--- config.mk ---
export PLATFORM = sky130hd
export DESIGN_NAME = idelay_phase_ctrl_flat
export DESIGN_NICKNAME = d
export VERILOG_FILES = /design/src/rtl/idelay_phase_ctrl_if.sv /design/src/rtl/idelay_phase_ctrl.sv /design/src/flat_wrapper.sv
export SDC_FILE = /design/constraint.sdc
export NUM_CORES = 1
export LEC_CHECK = 0
export CORE_ASPECT_RATIO = 0.75
export CORE_MARGIN = 2
export CORE_UTILIZATION = 33
export DETAILED_ROUTE_END_ITERATION = 7
export PLACE_DENSITY = 0.49
export SYNTH_ARGS = -nofsm -noshare
export SYNTH_HDL_FRONTEND = slang
export SYNTH_SLANG_ARGS = --single-unit
--- constraint.sdc ---
create_clock -name rx_clkdiv8 -period 3.85 [get_ports rx_clkdiv8]
set_input_delay 0.77 -clock rx_clkdiv8 [delete_from_list [all_inputs] [get_ports rx_clkdiv8]]
set_output_delay 0.77 -clock rx_clkdiv8 [all_outputs]
set_load 0.005 [all_outputs]
--- src/rtl/idelay_phase_ctrl_if.sv ---
// rtl/idelay_phase_ctrl_if.sv - phase-detector flags in, IDELAY VAR_LOAD tap bus out
interface idelay_phase_ctrl_if #(
    parameter int TAP_WIDTH = 9
);
    logic                 pd_inc;
    logic                 pd_dec;
    logic [TAP_WIDTH-1:0] m_cntvalue;
    logic [TAP_WIDTH-1:0] s_cntvalue;
    logic                 dly_load;

    modport master (
        input  pd_inc,
        input  pd_dec,
        output m_cntvalue,
        output s_cntvalue,
        output dly_load
    );

    modport slave (
        output pd_inc,
        output pd_dec,
        input  m_cntvalue,
        input  s_cntvalue,
        input  dly_load
    );
endinterface

--- src/rtl/idelay_phase_ctrl.sv ---
// rtl/idelay_phase_ctrl.sv - per-lane IDELAY phase tracker with master/slave half-UI offset
module idelay_phase_ctrl #(
    parameter int TAP_WIDTH     = 9,
    parameter int TAP_MAX       = 511,
    parameter int HALF_UI_TAPS  = 100,
    parameter int INTEG_THRESH  = 8,
    parameter int SETTLE_CYCLES = 8,
    parameter int WINDOW_CYCLES = 64,
    parameter int LOCK_COUNT    = 4
) (
    input  logic                        rx_clkdiv8,
    input  logic                        rx_reset_n,
    input  logic                        enable_i,
    idelay_phase_ctrl_if.master         dly_if,
    output logic                        locked_o,
    output logic                        err_limit_o,
    output logic [2:0]                  ctrl_state_o
);

    localparam int ACC_W    = $clog2(INTEG_THRESH) + 2;
    localparam int SETTLE_W = $clog2(SETTLE_CYCLES + 1);
    localparam int WIN_W    = $clog2(WINDOW_CYCLES + 1);
    localparam int STB_W    = $clog2(LOCK_COUNT + 1);

    localparam logic signed [ACC_W-1:0] ACC_ONE = ACC_W'(1);
    localparam logic signed [ACC_W-1:0] THR_P   = ACC_W'(INTEG_THRESH);
    localparam logic signed [ACC_W-1:0] THR_N   = -THR_P;

    localparam logic [TAP_WIDTH-1:0] HALF      = TAP_WIDTH'(HALF_UI_TAPS);
    localparam logic [TAP_WIDTH-1:0] INC_LIMIT = TAP_WIDTH'(TAP_MAX - HALF_UI_TAPS);
    localparam logic [TAP_WIDTH-1:0] TAP_ONE   = TAP_WIDTH'(1);

    typedef enum logic [2:0] {
        S_IDLE   = 3'd0,
        S_INIT   = 3'd1,
        S_SETTLE = 3'd2,
        S_TRACK  = 3'd3,
        S_ADJUST = 3'd4
    } state_e;

    state_e                   state_q;
    logic signed [ACC_W-1:0]  acc_q;
    logic signed [ACC_W-1:0]  acc_d;
    logic                     hit_d;
    logic                     dir_up_q;
    logic [SETTLE_W-1:0]      settle_q;
    logic [WIN_W-1:0]         win_q;
    logic [STB_W-1:0]         stable_q;
    logic [TAP_WIDTH-1:0]     m_q;
    logic [TAP_WIDTH-1:0]     s_q;
    logic                     load_q;
    logic                     locked_q;
    logic                     err_q;

    // Conflicting or absent flags leave the integrator untouched.
    always_comb begin
        acc_d = acc_q;
        if (dly_if.pd_inc && !dly_if.pd_dec) begin
            acc_d = acc_q + ACC_ONE;
        end else if (dly_if.pd_dec && !dly_if.pd_inc) begin
            acc_d = acc_q - ACC_ONE;
        end
        hit_d = (acc_d == THR_P) || (acc_d == THR_N);
    end

    always_ff @(posedge rx_clkdiv8 or negedge rx_reset_n) begin
        if (!rx_reset_n) begin
            state_q  <= S_IDLE;
            acc_q    <= '0;
            dir_up_q <= 1'b0;
            settle_q <= '0;
            win_q    <= '0;
            stable_q <= '0;
            m_q      <= '0;
            s_q      <= '0;
            load_q   <= 1'b0;
            locked_q <= 1'b0;
            err_q    <= 1'b0;
        end else begin
            load_q <= 1'b0;
            if (!enable_i) begin
                // Taps and err_limit hold; everything tracking-related restarts.
                state_q  <= S_IDLE;
                locked_q <= 1'b0;
                acc_q    <= '0;
                settle_q <= '0;
                win_q    <= '0;
                stable_q <= '0;
            end else begin
                unique case (state_q)
                    S_IDLE: begin
                        state_q <= S_INIT;
                    end
                    S_INIT: begin
                        m_q      <= '0;
                        s_q      <= HALF;
                        load_q   <= 1'b1;
                        settle_q <= '0;
                        state_q  <= S_SETTLE;
                    end
                    S_SETTLE: begin
                        acc_q <= '0;
                        if (settle_q == SETTLE_W'(SETTLE_CYCLES - 1)) begin
                            settle_q <= '0;
                            state_q  <= S_TRACK;
                        end else begin
                            settle_q <= settle_q + SETTLE_W'(1);
                        end
                    end
                    S_TRACK: begin
                        acc_q <= acc_d;
                        if (hit_d) begin
                            dir_up_q <= ~acc_d[ACC_W-1];
                            win_q    <= '0;
                            stable_q <= '0;
                            state_q  <= S_ADJUST;
                        end else if (win_q == WIN_W'(WINDOW_CYCLES - 1)) begin
                            win_q <= '0;
                            if (stable_q != STB_W'(LOCK_COUNT)) begin
                                stable_q <= stable_q + STB_W'(1);
                                if (stable_q == STB_W'(LOCK_COUNT - 1)) begin
                                    locked_q <= 1'b1;
                                end
                            end
                        end else begin
                            win_q <= win_q + WIN_W'(1);
                        end
                    end
                    S_ADJUST: begin
                        acc_q   <= '0;
                        state_q <= S_SETTLE;
                        // The increment bound keeps the slave tap at or below TAP_MAX.
                        if (dir_up_q) begin
                            if (m_q < INC_LIMIT) begin
                                m_q    <= m_q + TAP_ONE;
                                s_q    <= m_q + TAP_ONE + HALF;
                                load_q <= 1'b1;
                            end else begin
                                err_q <= 1'b1;
                            end
                        end else begin
                            if (m_q != '0) begin
                                m_q    <= m_q - TAP_ONE;
                                s_q    <= m_q - TAP_ONE + HALF;
                                load_q <= 1'b1;
                            end else begin
                                err_q <= 1'b1;
                            end
                        end
                    end
                    default: begin
                        state_q <= S_IDLE;
                    end
                endcase
            end
        end
    end

    assign dly_if.m_cntvalue = m_q;
    assign dly_if.s_cntvalue = s_q;
    assign dly_if.dly_load   = load_q;
    assign locked_o          = locked_q;
    assign err_limit_o       = err_q;
    assign ctrl_state_o      = state_q;

endmodule
--- src/flat_wrapper.sv ---
// flat-port wrapper written by rule: the top's interface ports become plain ports
module idelay_phase_ctrl_flat 
#(
    parameter int TAP_WIDTH     = 9,
    parameter int TAP_MAX       = 511,
    parameter int HALF_UI_TAPS  = 100,
    parameter int INTEG_THRESH  = 8,
    parameter int SETTLE_CYCLES = 8,
    parameter int WINDOW_CYCLES = 64,
    parameter int LOCK_COUNT    = 4
)
  (rx_clkdiv8, rx_reset_n, enable_i, locked_o, err_limit_o, ctrl_state_o, dly_if_pd_inc, dly_if_pd_dec, dly_if_m_cntvalue, dly_if_s_cntvalue, dly_if_dly_load);
  idelay_phase_ctrl_if #(.TAP_WIDTH(TAP_WIDTH)) dly_if_i ();
  input  logic rx_clkdiv8;
  input  logic rx_reset_n;
  input  logic enable_i;
  output logic locked_o;
  output logic err_limit_o;
  output logic [2:0] ctrl_state_o;
  input wire logic [$bits(dly_if_i.pd_inc)-1:0] dly_if_pd_inc;
  input wire logic [$bits(dly_if_i.pd_dec)-1:0] dly_if_pd_dec;
  output wire logic [$bits(dly_if_i.m_cntvalue)-1:0] dly_if_m_cntvalue;
  output wire logic [$bits(dly_if_i.s_cntvalue)-1:0] dly_if_s_cntvalue;
  output wire logic [$bits(dly_if_i.dly_load)-1:0] dly_if_dly_load;
  assign dly_if_i.pd_inc = dly_if_pd_inc;
  assign dly_if_i.pd_dec = dly_if_pd_dec;
  assign dly_if_m_cntvalue = dly_if_i.m_cntvalue;
  assign dly_if_s_cntvalue = dly_if_i.s_cntvalue;
  assign dly_if_dly_load = dly_if_i.dly_load;
  idelay_phase_ctrl #(.TAP_WIDTH(TAP_WIDTH), .TAP_MAX(TAP_MAX), .HALF_UI_TAPS(HALF_UI_TAPS), .INTEG_THRESH(INTEG_THRESH), .SETTLE_CYCLES(SETTLE_CYCLES), .WINDOW_CYCLES(WINDOW_CYCLES), .LOCK_COUNT(LOCK_COUNT)) u_core (.rx_clkdiv8(rx_clkdiv8), .rx_reset_n(rx_reset_n), .enable_i(enable_i), .dly_if(dly_if_i), .locked_o(locked_o), .err_limit_o(err_limit_o), .ctrl_state_o(ctrl_state_o));
endmodule
; ---- Word level (Yosys, flattened, before mapping)
; Index checks and enable logic that the tools add are counted.
[totals]
ff_bits = 44
output_inout_bits = 24
word_cells = 105
[op_classes]
n_addsub = 9
order_cmp = 1
n_eq_ne = 25
mux = 42
bitwise_logic = 1
n_reduce_logical = 16
[op_table]
columns = cell, count
row1 = two-way mux 9 bit, 6
row2 = one-hot mux 9 bit (2 select lines), 2
row3 = two-way mux 7 bit, 4
row4 = two-way mux 3 bit, 8
row5 = adder 9 x 7 -> 9 bit (second input constant), 2
row6 = two-way mux 5 bit, 3
row7 = two-way mux 1 bit, 13
row8 = inequality test 3 x 1 -> 1 bit (second input constant), 4
row9 = one-hot mux 3 bit (4 select lines), 1
row10 = inequality test 2 x 1 -> 1 bit (second input constant), 5
row11 = one-hot mux 5 bit (2 select lines), 1
row12 = adder 9 x 1 -> 9 bit (second input constant), 1
row13 = == test 3 x 2 -> 1 bit (second input constant), 3
row14 = less-than comparator 9 bit (second input constant), 1
row15 = inequality test 3 x 2 -> 1 bit (second input constant), 3
row16 = nonzero test 9 bit, 1
row17 = subtractor 9 x 1 -> 9 bit (second input constant), 1
row18 = two-way mux 4 bit, 2
row19 = one-hot mux 4 bit (2 select lines), 1
row20 = AND reduction 4 bit, 2
row21 = adder 7 x 1 -> 7 bit (second input constant), 1
row22 = == test 7 x 6 -> 1 bit (second input constant), 1
row23 = inequality test 3 bit (second input constant), 2
row24 = AND reduction 3 bit, 2
row25 = 20 further kinds, 24

; ---- Depth between registers and ports, before layout
[logic_depth]
depth_word = 9
depth_mapped = 9

; ---- Worst setup path after synthesis
; Ideal clock, no wire load.
[synth_path]
path_type = input port to flip-flop
from = input port dly_if_pd_inc
to = register u_core.state_q[0] (netlist: u_core.ctrl_state_o[0])
t_arrival_ns = 2.201
path_slack_ns = 1.529
cell_stages = 7
path_cell_list = buf_2 -> and3b_1 -> or3_1 -> a22oi_1 -> a21oi_1 -> buf_2 -> a31o_2
[synth_via]
elab_chain_len = 8
[synth_lines]
columns = item, line_no
row1 = from (decl), flat_wrapper.sv:20  ; input wire logic [$bits(dly_if_i.pd_inc)-1:0] dly_if_pd_inc;
row2 = logical NOT 1 bit, idelay_phase_ctrl.sv:60  ; end else if (dly_if.pd_dec && !dly_if.pd_inc) begin
row3 = logical AND 1 bit, idelay_phase_ctrl.sv:60
row4 = two-way mux 5 bit, idelay_phase_ctrl.sv:60
row5 = two-way mux 5 bit *, idelay_phase_ctrl.sv:58  ; if (dly_if.pd_inc && !dly_if.pd_dec) begin
row6 = == test 5 bit / == test 5 x 4 -> 1 bit (equally long branches), idelay_phase_ctrl.sv:63  ; hit_d = (acc_d == THR_P) || (acc_d == THR_N);
row7 = logical OR 1 bit *, idelay_phase_ctrl.sv:63
row8 = inequality test 3 x 2 -> 1 bit (no source line) *, n/a
row9 = AND reduction 2 bit (no source line) *, n/a
row10 = to (signal assigned), idelay_phase_ctrl.sv:68  ; state_q <= S_IDLE;
row11 = to (signal assigned), idelay_phase_ctrl.sv:83  ; state_q <= S_IDLE;
row12 = to (signal assigned), idelay_phase_ctrl.sv:92  ; state_q <= S_INIT;
row13 = to (decl), idelay_phase_ctrl.sv:41  ; state_e state_q;
; Mark *: on every way between the ends. The rest lies on a longest branch, timed or not.
; A chain may end at the register's enable or synchronous reset.

; ---- Final worst setup path
[layout_path]
from = input port dly_if_pd_dec
to = register u_core.win_q[6]
[layout_via]
elab_chain_len = 8
[layout_lines]
columns = item, line_no
row1 = from (decl), flat_wrapper.sv:21  ; input wire logic [$bits(dly_if_i.pd_dec)-1:0] dly_if_pd_dec;
row2 = logical AND 1 bit / logical NOT 1 bit (equally long branches), "idelay_phase_ctrl.sv:60, idelay_phase_ctrl.sv:58"
row3 = two-way mux 5 bit / logical AND 1 bit (equally long branches), "idelay_phase_ctrl.sv:60, idelay_phase_ctrl.sv:58"
row4 = two-way mux 5 bit *, idelay_phase_ctrl.sv:58
row5 = == test 5 bit / == test 5 x 4 -> 1 bit (equally long branches), idelay_phase_ctrl.sv:63
row6 = logical OR 1 bit *, idelay_phase_ctrl.sv:63
row7 = two-way mux 7 bit *, idelay_phase_ctrl.sv:112  ; if (hit_d) begin
row8 = two-way mux 7 bit *, idelay_phase_ctrl.sv:90  ; unique case (state_q)
row9 = two-way mux 7 bit *, idelay_phase_ctrl.sv:81  ; if (!enable_i) begin
row10 = to (signal assigned), idelay_phase_ctrl.sv:126  ; win_q <= win_q + WIN_W'(1);
row11 = to (decl), idelay_phase_ctrl.sv:47  ; logic [WIN_W-1:0] win_q;
; Mark *: on every way between the ends. The rest lies on a longest branch, timed or not. The select of a mux whose other input is x is not followed.

==> impl_metrics.toml <==
[run_status]
run_status = "finished clean"

[timing]
period_needed_ns = 2.957
rsz_0062_raised_after_global_routing = "no"
timing.final.crit_share_pct = 76.80
hold_viol_final = 0
worst_case_clock_skew_ns = 0.004758
timing_worst_slew_pin_value_ns = 0.9705
slew_headroom_pct = 35.30
hold_ws_ns = 0.4740
timing.final.setup_violations = 0
fin_setup_tns_ns = 0
max_freq_ghz = 0.3382
timing_max_transition_violations_final = 0

[worst_setup_path]
crit_required_ns = 4.07
path_buf_inv = 1
most_used_cell_cp = "o21ai_0"
timing.rr.start = "u_core.acc_q[0]"
timing.critical_path.arrival_ns = 3.17
cpPeakStageDelay_ns = 0.70
worstSetupStartpointType = "input port"
r2r_setup_slack_ns = 1.30
critical_path.cell_chain = "clkdlybuf4s50_1 > and3b_1 > o21ai_0 > a22oi_1 > a21oi_1 > o21ai_0 > a21boi_0"
worstRegToRegCells = 8
worstSetupPathType = "input port to flip-flop"
worst_path_max_delay_cell = "a21oi_1"
worst_setup_path_end_kind = "flip-flop"
critical_path.top_delay_family = "compound AO/OA/AOI/OAI gates"
critical_path.reg2reg.endpoint = "u_core.win_q[4]"
critical_path_peak_fanout = 11

[global_routing]
number_of_antenna_violations_at_the_first_check_in_global_routing = 0
grt_remaining_overflow = 0
grt_max_degree = 43
grt_pass1_vias = 1990
overall_routing_resource_usage_pct = 15.10
wire_length_of_the_first_global_routing_pass_mm = 10.09

[clock_tree]
htree_num_levels = 2
cts-resized-gates = 0
number_of_sinks_driven_by_the_clock_tree = 42
cts.reportedPaths.clkPinSlew_ns = 0.08
numCtsBuffers = 5
cts-hold-fix-buffers = 0
cts-root-buf = "clkbuf_8"
post_cts_buffers = 0
cts_tree = "done"
cts_buffer_depth = 2
insertion_delay_ns = 0.29

[logic_synthesis]
seq_area_frac_synth_pct = 40.98
dominantRegCellSynth = "dfrtp_1"
synthDominantAreaCellType = "dfrtp_1"
postSynthRegisterBits = 42
number_of_enable_type_register_cells_in_the_synthesized_netlist = 0
post_synth_instance_area_sq_um = 2565
synth_warnings = 0
synth_top_area_share_pct = 40.98
synth_area_per_cell_sq_um = 9.535
postSynthCellCount = 269
yosys-top-cells-area = "dfrtp_1 (41%), ha_1 (5.4%), nand2_1 (4.4%)"
synth_fp_nets = 285
synthArstFlopShare_pct = 100.0
synth.lib_cells_used.distinct = 56

[power_and_ir_drop]
pwr_density_cell_nw_per_um2 = 347.5
power.ir.vdd_worst_v = 0.0001522
p_leak_nw = 1.241

[die]
initial_core_util_pct = 34.51
chipHeight_microns = 80.35
dieWidth_microns = 105.8
core_area_sq_um = 7432
floorplan.die_area_sq_um = 8501
number_of_top_level_design_ports = 29
fp-row-count = 27

[routing]
wirelength_mm = 5.829
detailroute.via_count = 2004
post_drt_wl_per_cell_microns = 14.83
final_antenna_net_count = 0
drcViolationCount = 0
first_pass_iters = 4
route.detailed.vias_per_inst = 5.099
drtIter0Drc = 95

[placement]
place_congestion = 0.8461
dp.cells = 385
io_buffers = 28
place.detailed.hpwl_mm = 4.142
placed_cell_area_sq_um = 2903

[final_layout]
fillers = 731
postLayoutCellArea_sq_um = 2998
drive_above_1_share_pct = 8.562
num-nets-final = 307
antennaDiodeCount = 0
syn_to_final_growth_pct = 16.88
post_layout_nonfiller_instances = 393

[hold_path]
hp-start = "u_core.err_limit_o"
hp-class = "flip-flop to flip-flop"
timing.hold.worst_path_depth = 1
timing.hold.worst_endpoint = "u_core.err_limit_o"

[job]
cap_violations = 0
-- registers in the layout, indices dropped and copies added, names as in the netlist --
| signal | flops |
|---|---|
| u_core.locked_o | 1 |
| u_core.ctrl_state_o | 3 |
| u_core.dir_up_q | 1 |
| u_core.err_limit_o | 1 |
| u_core.acc_q | 5 |
| u_core.win_q | 7 |
| u_core.settle_q | 4 |
| u_core.dly_if.m_cntvalue | 7 |
| u_core.dly_if.dly_load | 1 |
| u_core.stable_q | 3 |
| u_core.dly_if.s_cntvalue | 9 |
-- final cells by class --
type                            count  area [sq um]  area share, %
Inverter                           16         65.06          2.170
Multi-Input combinational cell    196          1370          45.70
Clock inverter                      2         12.51         0.4174
Timing Repair Buffer               30         290.3          9.683
Tap cell                          101         126.4          4.215
Clock buffer                        6         82.58          2.755
Sequential cell                    42          1051          35.06
-- per-stage QoR --
stage	utilization, %	total power, mW	setup slack [ns]
after global placement	39.06	0.7478	0.6934
after floorplan	-	0.6810	1.529
final	40.34	1.042	0.8930
after global routing	40.34	1.112	0.6086
after CTS	40.34	1.058	0.8889
after detailed placement	39.06	0.7468	0.5760
-- power breakdown --
group,leakage [nW],switching (mW),total [mW],internal [mW]
clock network,0.0472,0.159,0.303,0.144
logic,0.629,0.142,0.253,0.111
registers,0.566,0.0295,0.485,0.456
-- synth_stat cells (3+ instances only) --
cell type	n
a31oi_1	9
ha_1	11
nor2_1	11
nor4_1	4
a21oi_1	5
and3b_1	3
and3_1	3
a2bb2oi_1	3
a41oi_1	3
nor3_1	8
clkbuf_1	6
nand3_1	8
xor2_1	4
nand2b_1	3
a22o_1	10
xnor2_1	11
nand2_1	30
inv_1	15
buf_2	6
mux2i_1	5
a31o_2	3
o21ai_0	19
and4_1	3
dfrtp_1	42
nor3b_1	3
-- layout by cell type (no fill, tap or decap), types with 3 or more instances in the layout --
cell type        instances
a21oi_1                  5
a22o_1                  10
a2bb2oi_1                3
a31o_2                   3
a31oi_1                  9
a41oi_1                  3
and3_1                   3
and3b_1                  3
and4_1                   3
clkbuf_8                 6
clkdlybuf4s50_1         27
dfrtp_1                 42
ha_1                    11
inv_1                   15
mux2i_1                  5
nand2_1                 30
nand2b_1                 3
nand3_1                  8
nor2_1                  11
nor3_1                   8
nor3b_1                  3
nor4_1                   4
o21ai_0                 19
xnor2_1                 11
xor2_1                   4
-- kinds of logic after synthesis --
group | Yosys count | share of synthesized area, %
multiplexers | 7 | 2.975
AO/OA/AOI/OAI | 69 | 19.02
flip-flops | 42 | 40.98
XOR/XNOR | 15 | 5.122
AND/OR/NAND/NOR | 94 | 20.93
adder cells (fa/ha/maj) | 11 | 5.366
buffers and inverters | 31 | 5.609
-- metal layers --
metal | GRT usage, % | wire, microns | vias up | part of all wire [%]
met5 | 0 | 0 | - | 0
met4 | 4.737 | 39 | 0 | 0.67
met3 | 3.166 | 236 | 2 | 4.0
met2 | 21.61 | 2378 | 33 | 41
met1 | 22.52 | 3174 | 943 | 54
li1 | - | - | 1026 | -
-- worst max path at each step --
stage | start | to | slack (ns) | cells after the start
global route | dly_if_pd_dec | u_core.win_q[6] | 0.61 | 7
CTS | dly_if_pd_dec | u_core.win_q[6] | 0.89 | 7
detailed placement | dly_if_pd_dec | u_core.win_q[6] | 0.58 | 7
finish | dly_if_pd_dec | u_core.win_q[6] | 0.89 | 7
floorplan | dly_if_pd_inc | u_core.ctrl_state_o[0] | 1.53 | 7
global placement | dly_if_pd_dec | u_core.win_q[6] | 0.69 | 7
Power figures use the tool's default switching activity.
